File: config.mk
export PLATFORM = sky130hd
export DESIGN_NAME = modinv_helper_reduce_update
export DESIGN_NICKNAME = d
export VERILOG_FILES = /design/src/rtl/modinv_helper_reduce_update_pkg.sv /design/src/rtl/modinv_helper_reduce_update.sv
export SDC_FILE = /design/constraint.sdc
export NUM_CORES = 1
export LEC_CHECK = 0
export ABC_CLOCK_PERIOD_IN_PS = 2550
export BUFFER_PORTS_ARGS = -buffer_cell sky130_fd_sc_hd__buf_2
export CORE_UTILIZATION = 42
export DETAILED_ROUTE_END_ITERATION = 10
export PLACE_DENSITY = 0.8
export SYNTH_ARGS = -nofsm -noshare
export SYNTH_HDL_FRONTEND = slang
export SYNTH_SLANG_ARGS = --single-unit
File: constraint.sdc
create_clock -name clk -period 2.55 [get_ports clk]
set_clock_uncertainty 0.1 [all_clocks]
set_input_delay 0.6375 -clock clk [delete_from_list [all_inputs] [get_ports clk]]
set_output_delay 0.6375 -clock clk [all_outputs]
set_load 0.03 [all_outputs]
File: src/rtl/modinv_helper_reduce_update_pkg.sv
// Shared constants and helpers for the modular-invertor reduce/update write-back stage.
// Cycle formulas are functions so they follow the buffer size chosen per instance.
package modinv_helper_reduce_update_pkg;

    function automatic int clog2(input int value);
        int result;
        result = 1;
        while ((1 << result) < value) begin
            result = result + 1;
        end
        return result;
    endfunction

    // Process counter runs 0..N+2: one accept cycle, N reads, RAM latency, completion.
    function automatic int proc_num_cycles(input int num_words);
        return num_words + 3;
    endfunction

    function automatic int wr_first_cnt();
        return 2;
    endfunction

    function automatic int wr_last_cnt(input int num_words);
        return num_words + 1;
    endfunction

endpackage

File: src/rtl/modinv_helper_reduce_update.sv
// Write-back stage of the modular-invertor reduction step: copies U (s/2) or V ((s+q)/2)
// into S word-serially and reports the decremented k plus zero/odd flags of the new s.
module modinv_helper_reduce_update
    import modinv_helper_reduce_update_pkg::*;
#(
    parameter int BUFFER_NUM_WORDS = 9,
    parameter int BUFFER_ADDR_BITS = 4,
    parameter int K_NUM_BITS       = 10
) (
    input  logic                        clk,
    input  logic                        rst,
    input  logic                        ena,
    output logic                        rdy,
    input  logic                        s_is_odd,
    input  logic [K_NUM_BITS-1:0]       k_in,
    output logic [K_NUM_BITS-1:0]       k_out,
    output logic                        s_is_zero,
    output logic                        s_lsb,
    output logic [BUFFER_ADDR_BITS-1:0] u_addr,
    input  logic [31:0]                 u_din,
    output logic [BUFFER_ADDR_BITS-1:0] v_addr,
    input  logic [31:0]                 v_din,
    output logic [BUFFER_ADDR_BITS-1:0] s_addr,
    output logic                        s_wren,
    output logic [31:0]                 s_dout
);

    localparam int CNT_W = clog2(proc_num_cycles(BUFFER_NUM_WORDS));

    localparam logic [CNT_W-1:0] CNT_LAST    = CNT_W'(proc_num_cycles(BUFFER_NUM_WORDS) - 1);
    localparam logic [CNT_W-1:0] WR_FIRST    = CNT_W'(wr_first_cnt());
    localparam logic [CNT_W-1:0] WR_LAST     = CNT_W'(wr_last_cnt(BUFFER_NUM_WORDS));
    localparam logic [CNT_W-1:0] RD_INC_LAST = CNT_W'(BUFFER_NUM_WORDS - 1);

    logic [CNT_W-1:0]            cnt_q, cnt_d;
    logic [BUFFER_ADDR_BITS-1:0] rd_addr_q, rd_addr_d;
    logic [BUFFER_ADDR_BITS-1:0] wr_addr_q;
    logic                        sel_q, sel_d;
    logic [K_NUM_BITS-1:0]       k_lat_q, k_lat_d;
    logic                        zacc_q, zacc_d;
    logic                        lsb_acc_q, lsb_acc_d;
    logic [K_NUM_BITS-1:0]       k_out_q, k_out_d;
    logic                        s_is_zero_q, s_is_zero_d;
    logic                        s_lsb_q, s_lsb_d;

    assign rdy       = (cnt_q == '0);
    assign u_addr    = rd_addr_q;
    assign v_addr    = rd_addr_q;
    assign s_addr    = wr_addr_q;
    assign s_wren    = (cnt_q >= WR_FIRST) && (cnt_q <= WR_LAST);
    // RAM read data goes straight to S; the write address pipe absorbs the read latency.
    assign s_dout    = sel_q ? v_din : u_din;
    assign k_out     = k_out_q;
    assign s_is_zero = s_is_zero_q;
    assign s_lsb     = s_lsb_q;

    always_comb begin
        cnt_d       = cnt_q;
        rd_addr_d   = rd_addr_q;
        sel_d       = sel_q;
        k_lat_d     = k_lat_q;
        zacc_d      = zacc_q;
        lsb_acc_d   = lsb_acc_q;
        k_out_d     = k_out_q;
        s_is_zero_d = s_is_zero_q;
        s_lsb_d     = s_lsb_q;

        if (rdy) begin
            if (ena) begin
                cnt_d   = CNT_W'(1);
                sel_d   = s_is_odd;
                k_lat_d = k_in;
                zacc_d  = 1'b0;
            end
        end else begin
            cnt_d = (cnt_q == CNT_LAST) ? '0 : cnt_q + CNT_W'(1);
            if (cnt_q <= RD_INC_LAST) begin
                rd_addr_d = rd_addr_q + BUFFER_ADDR_BITS'(1);
            end
            if (cnt_q == CNT_LAST) begin
                rd_addr_d   = '0;
                s_is_zero_d = ~zacc_q;
                s_lsb_d     = lsb_acc_q;
                k_out_d     = (k_lat_q == '0) ? '0 : k_lat_q - K_NUM_BITS'(1);
            end
        end

        // s_wren is never high while idle, so this cannot collide with the accept clear.
        if (s_wren) begin
            zacc_d = zacc_q | (|s_dout);
            if (wr_addr_q == '0) begin
                lsb_acc_d = s_dout[0];
            end
        end
    end

    always_ff @(posedge clk) begin
        if (rst) begin
            cnt_q       <= '0;
            rd_addr_q   <= '0;
            wr_addr_q   <= '0;
            sel_q       <= 1'b0;
            k_lat_q     <= '0;
            zacc_q      <= 1'b0;
            lsb_acc_q   <= 1'b0;
            k_out_q     <= '0;
            s_is_zero_q <= 1'b0;
            s_lsb_q     <= 1'b0;
        end else begin
            cnt_q       <= cnt_d;
            rd_addr_q   <= rd_addr_d;
            wr_addr_q   <= rd_addr_q;
            sel_q       <= sel_d;
            k_lat_q     <= k_lat_d;
            zacc_q      <= zacc_d;
            lsb_acc_q   <= lsb_acc_d;
            k_out_q     <= k_out_d;
            s_is_zero_q <= s_is_zero_d;
            s_lsb_q     <= s_lsb_d;
        end
    end

endmodule

-- Yosys cells after proc, flatten, opt, wreduce, memory -nomap -nowiden
Cells that the tools add are included.
- flip-flop bits (word level): 37
- bits of input ports: 78
- output and inout bits: 58
- logic and storage cells: 44
- add/subtract/negate cells: 3
- magnitude comparators: 3
- eq/ne operators: 2
- muxes and demuxes: 10
- bitwise operators: 3
- reduce and logical (&&, ||, !) cells: 13
- operator list (operator ; count):
    two-way mux 32 bit ; 1
    OR reduction 32 bit ; 1
    two-way mux 4 bit ; 5
    zero test 10 bit ; 1
    two-way mux 10 bit ; 1
    AND reduction 2 bit ; 5
    subtractor 10 x 1 -> 10 bit (second input constant) ; 1
    adder 4 x 1 -> 4 bit (second input constant) ; 2
    <= comparator 4 bit (second input constant) ; 2
    zero test 4 bit ; 2
    nonzero test 2 bit ; 3
    equality test 4 bit (second input constant) ; 1
    greater-or-equal comparator 4 x 2 -> 1 bit (second input constant) ; 1
    two-way mux 1 bit ; 3
    != test 2 bit (second input constant) ; 1
    NOT 1 bit ; 2
    logical AND 1 bit ; 1
    bitwise OR 1 bit ; 1

-- Logic depth before layout (Yosys ltp)
- word-level depth: 4
- gate-level depth with buffers: 7
- mapped depth without buffers: 7

-- Worst setup path before layout
Ideal clock, no wire load.
- path kind: flip-flop to flip-flop
- start point: register cnt_q[0]
- end point: register k_lat_q[1]
- arrival: 2.264 ns
- path slack: 0.115 ns
- stages on the path, launching flop included: 8
- path buffers: 1
- period minus slack after synthesis: 2.435 ns
- cells stage by stage: dfxtp_1 -> inv_1 -> ha_1 -> nor3b_1 -> and2_1 -> clkbuf_1 -> nand2_1 -> a21oi_1
- longest elaborated chain between the ends: 2
- ends and longest elaborated chain (element ; RTL line ; text):
    start, declared ; modinv_helper_reduce_update.sv:35 ; logic [CNT_W-1:0] cnt_q, cnt_d;
    start signal, assigned ; modinv_helper_reduce_update.sv:110 ; cnt_q <= cnt_d;
    zero test 4 bit ; modinv_helper_reduce_update.sv:46 ; assign rdy = (cnt_q == '0);
    via rdy ; modinv_helper_reduce_update.sv:13 ; output logic rdy,
    AND reduction 2 bit (no line) ; -- ;
    end signal, assigned ; modinv_helper_reduce_update.sv:114 ; k_lat_q <= k_lat_d;
    end, declared ; modinv_helper_reduce_update.sv:39 ; logic [K_NUM_BITS-1:0] k_lat_q, k_lat_d;
The timed path passes the listed nets, and every way through them passes these cells.
A chain may end at the register's enable or synchronous reset.

-- Worst setup path after layout
- start point: register sel_q
- end point: output s_dout[0]
- longest elaborated chain between the ends: 1
- ends and longest elaborated chain (element ; RTL line ; text):
    start, declared ; modinv_helper_reduce_update.sv:38 ; logic sel_q, sel_d;
    start signal, assigned ; modinv_helper_reduce_update.sv:113 ; sel_q <= sel_d;
    two-way mux 32 bit ; modinv_helper_reduce_update.sv:52 ; assign s_dout = sel_q ? v_din : u_din;
    end, declared ; modinv_helper_reduce_update.sv:25 ; output logic [31:0] s_dout
Every way passes these cells.

==> impl_metrics.toml <==
[logic_synthesis]
synth_cell_types = 35
ys_seq_area_frac = 0.353
async_flop_share = 0
yosys-top-cells-area = "dfxtp_1 35%, mux2_2 17%, nand2_1 6.6%"
synth_top_flop_cell = "dfxtp_1"
yosysTopAreaCell = "dfxtp_1"
syn-cell-area_mm2 = 0.00210
syn_nets = 325
synth_area_per_cell_um2 = 8.68
synth_edf_count = 0
synth_top_area_frac = 0.353
ys_ff_latch = 37
synthCells = 242
yosys_warnings = 0

[worst_hold_path]
min_path_type = "reg2reg"
min_to = "k_out[7]"
hold_depth = 2
min_from = "k_out[7]"

[timing]
layout_setup_ws_ns = 0.237
fin_tns_setup_ns = 0
max_freq_mhz = 432
setup_viol = 0
hold_viol = 0
rsz0062_at_grt = "false"
fin_crit_sh = 0.907
worst_pin_slew_ns = 0.659
fin_crit_ns = 2.31
drv_slew = 0
timing.slew.headroom = 0.559

[placed_design]
dp_slack_ns = 0.478
dpl.cell_count = 434
portBuffers = 135
place_hpwl_um = 4780
placed_area_mm2 = 0.00282
routabilityCongestion = 0.808

[run]
drv_cap = 0

[worst_setup_path]
worstReg2RegEnd = "k_out[3]"
timing.rr.start = "k_lat_q[3]"
setup.worst_path.class = "reg2out"
reg2reg_depth = 4
cp_max_fo = 37
cp-start-kind = "register"
critPathCaptureType = "output port"
r2r_slack_ns = 0.49
critical_path_required_ns = 1.81
cp.arrival_ns = 1.58

[clock_network]
holdBufCountCts = 0
path_clk_slew_ns = 0.07
postCtsSetupBuffers = 0
cts_root_buf = "clkbuf_8"
ctsResizeCount = 0
cts_buffer_depth = 2
cts_made_buffers = 5
clk_latency_ns = 0.29
tritoncts = "yes"
cts_max_level = 2
cts.sink_count = 37

[global_routing]
grt_max_degree = 38
antenna_found_initial = 0
grt_pass1_vias = 2072
overflow = 0
grt_pass1_wl_um = 9050
grtUsageTotal = 0.221

[final_layout]
multiInputGateArea_mm2 = 0.00127
syn_to_final_growth_pct = 38.3
final_layout_size_suffix_gt1_frac = 0.496
final_common_cell = "buf_2"
n_antenna_cell = 0
fill_cells = 449
fin_area_mm2 = 0.00290
mostFrequentLayoutCells = "135 x buf_2, 37 x nand2_1, 37 x dfxtp_1, 32 x mux2_2, 18 x nor4_1"
post-route-util = 0.611
layout.cells.non_filler = 442
register_area_um2 = 741
layout.nets = 457

[route]
maxUsedRoutingLayer = "met4"
wl_met2_um = 3060
final_antenna_net_count = 0
drtIter0Drc = 51
drc = 0
dr_total_vias = 2212
wl_met1_um = 2170
avgViaCountPerCell = 5.00
wl_um = 5780
dr.pass1.iters = 4
routedWlPerCell_um = 13.1
met3_length_um = 400

[floorplanning]
die_area_mm2 = 0.00529
die_h_um = 72.7
io_pins = 136
core-area_mm2 = 0.00475
die-width_um = 72.7
start_util = 0.442
rows = 25

[run_status]
status = "finished clean"

[power_and_ir_drop]
leakage_nw = 1.36
ir_worst_vdd_mv = 0.317
power.density_mw_per_mm2 = 773
==> critical path, stage by stage (launching register included) <==
cell and delay [ns]:
dfxtp_1 0.31, buf_4 0.37, mux2_2 0.41, buf_2 0.18
==> cells by family after synthesis <==
family | Yosys count | synth area share
compound gates | 34 | 0.0983
xor+xnor | 12 | 0.0501
simple gates | 99 | 0.240
buf+inv | 20 | 0.0429
fa+ha+maj | 5 | 0.0298
mux | 35 | 0.186
flops | 37 | 0.353
==> stage by stage <==
stage,hold slack [ns],power [mW]
after global placement,0.330,1.86
after detailed placement,0.339,1.88
after global routing,0.371,2.39
after CTS,0.355,2.27
final,0.350,2.24
after floorplan,0.349,1.58
==> cells in the mapped netlist (all sizes together) (3+ instances only) <==
master and n:
mux2 32, nand2 37, o21ai 13, dfxtp 37, xnor2 8, buf 4
mux2i 3, inv 7, xor2 4, ha 5, nor2b 4, nor2 15
nor4 18, nor3 5, nand4 3, nand3 4, clkbuf 9, a21oi 15
==> flip-flops by register name, indices dropped and copies added (netlist names), 4 cells and up <==
register  cells
k_out        10
k_lat_q      10
s_addr        4
u_addr        4
cnt_q         4
==> layout make-up <==
cell class / count / share of cell area
inverter: 7 / 0.00905
sequential: 37 / 0.255
multi-input combinational: 185 / 0.437
clock inverter: 3 / 0.00603
timing repair buffer: 138 / 0.240
clock buffer: 5 / 0.0237
tap: 67 / 0.0289
==> layer usage <==
metal,GRT usage,up-vias
met5,0,-
met4,0.107,0
met1,0.231,985
met3,0.0470,14
met2,0.416,91
li1,-,1122
==> worst max path at each step <==
stage / from / to / slack, ns
2_1_floorplan: cnt_q[0] / k_lat_q[1] / 0.12
3_3_place_gp: v_din[30] / zacc_q / 0.54
3_5_place_dp: k_lat_q[3] / k_out[3] / 0.48
4_1_cts: sel_q / s_dout[0] / 0.23
5_1_grt: sel_q / s_dout[0] / 0.15
6_report: sel_q / s_dout[0] / 0.24
==> power by group <==
group | internal, mW | leakage (nW) | switching, mW
clock network | 0.188 | 0.0439 | 0.200
logic | 0.451 | 1.01 | 0.653
registers | 0.659 | 0.301 | 0.0922
(Power assumes the default switching activity.)
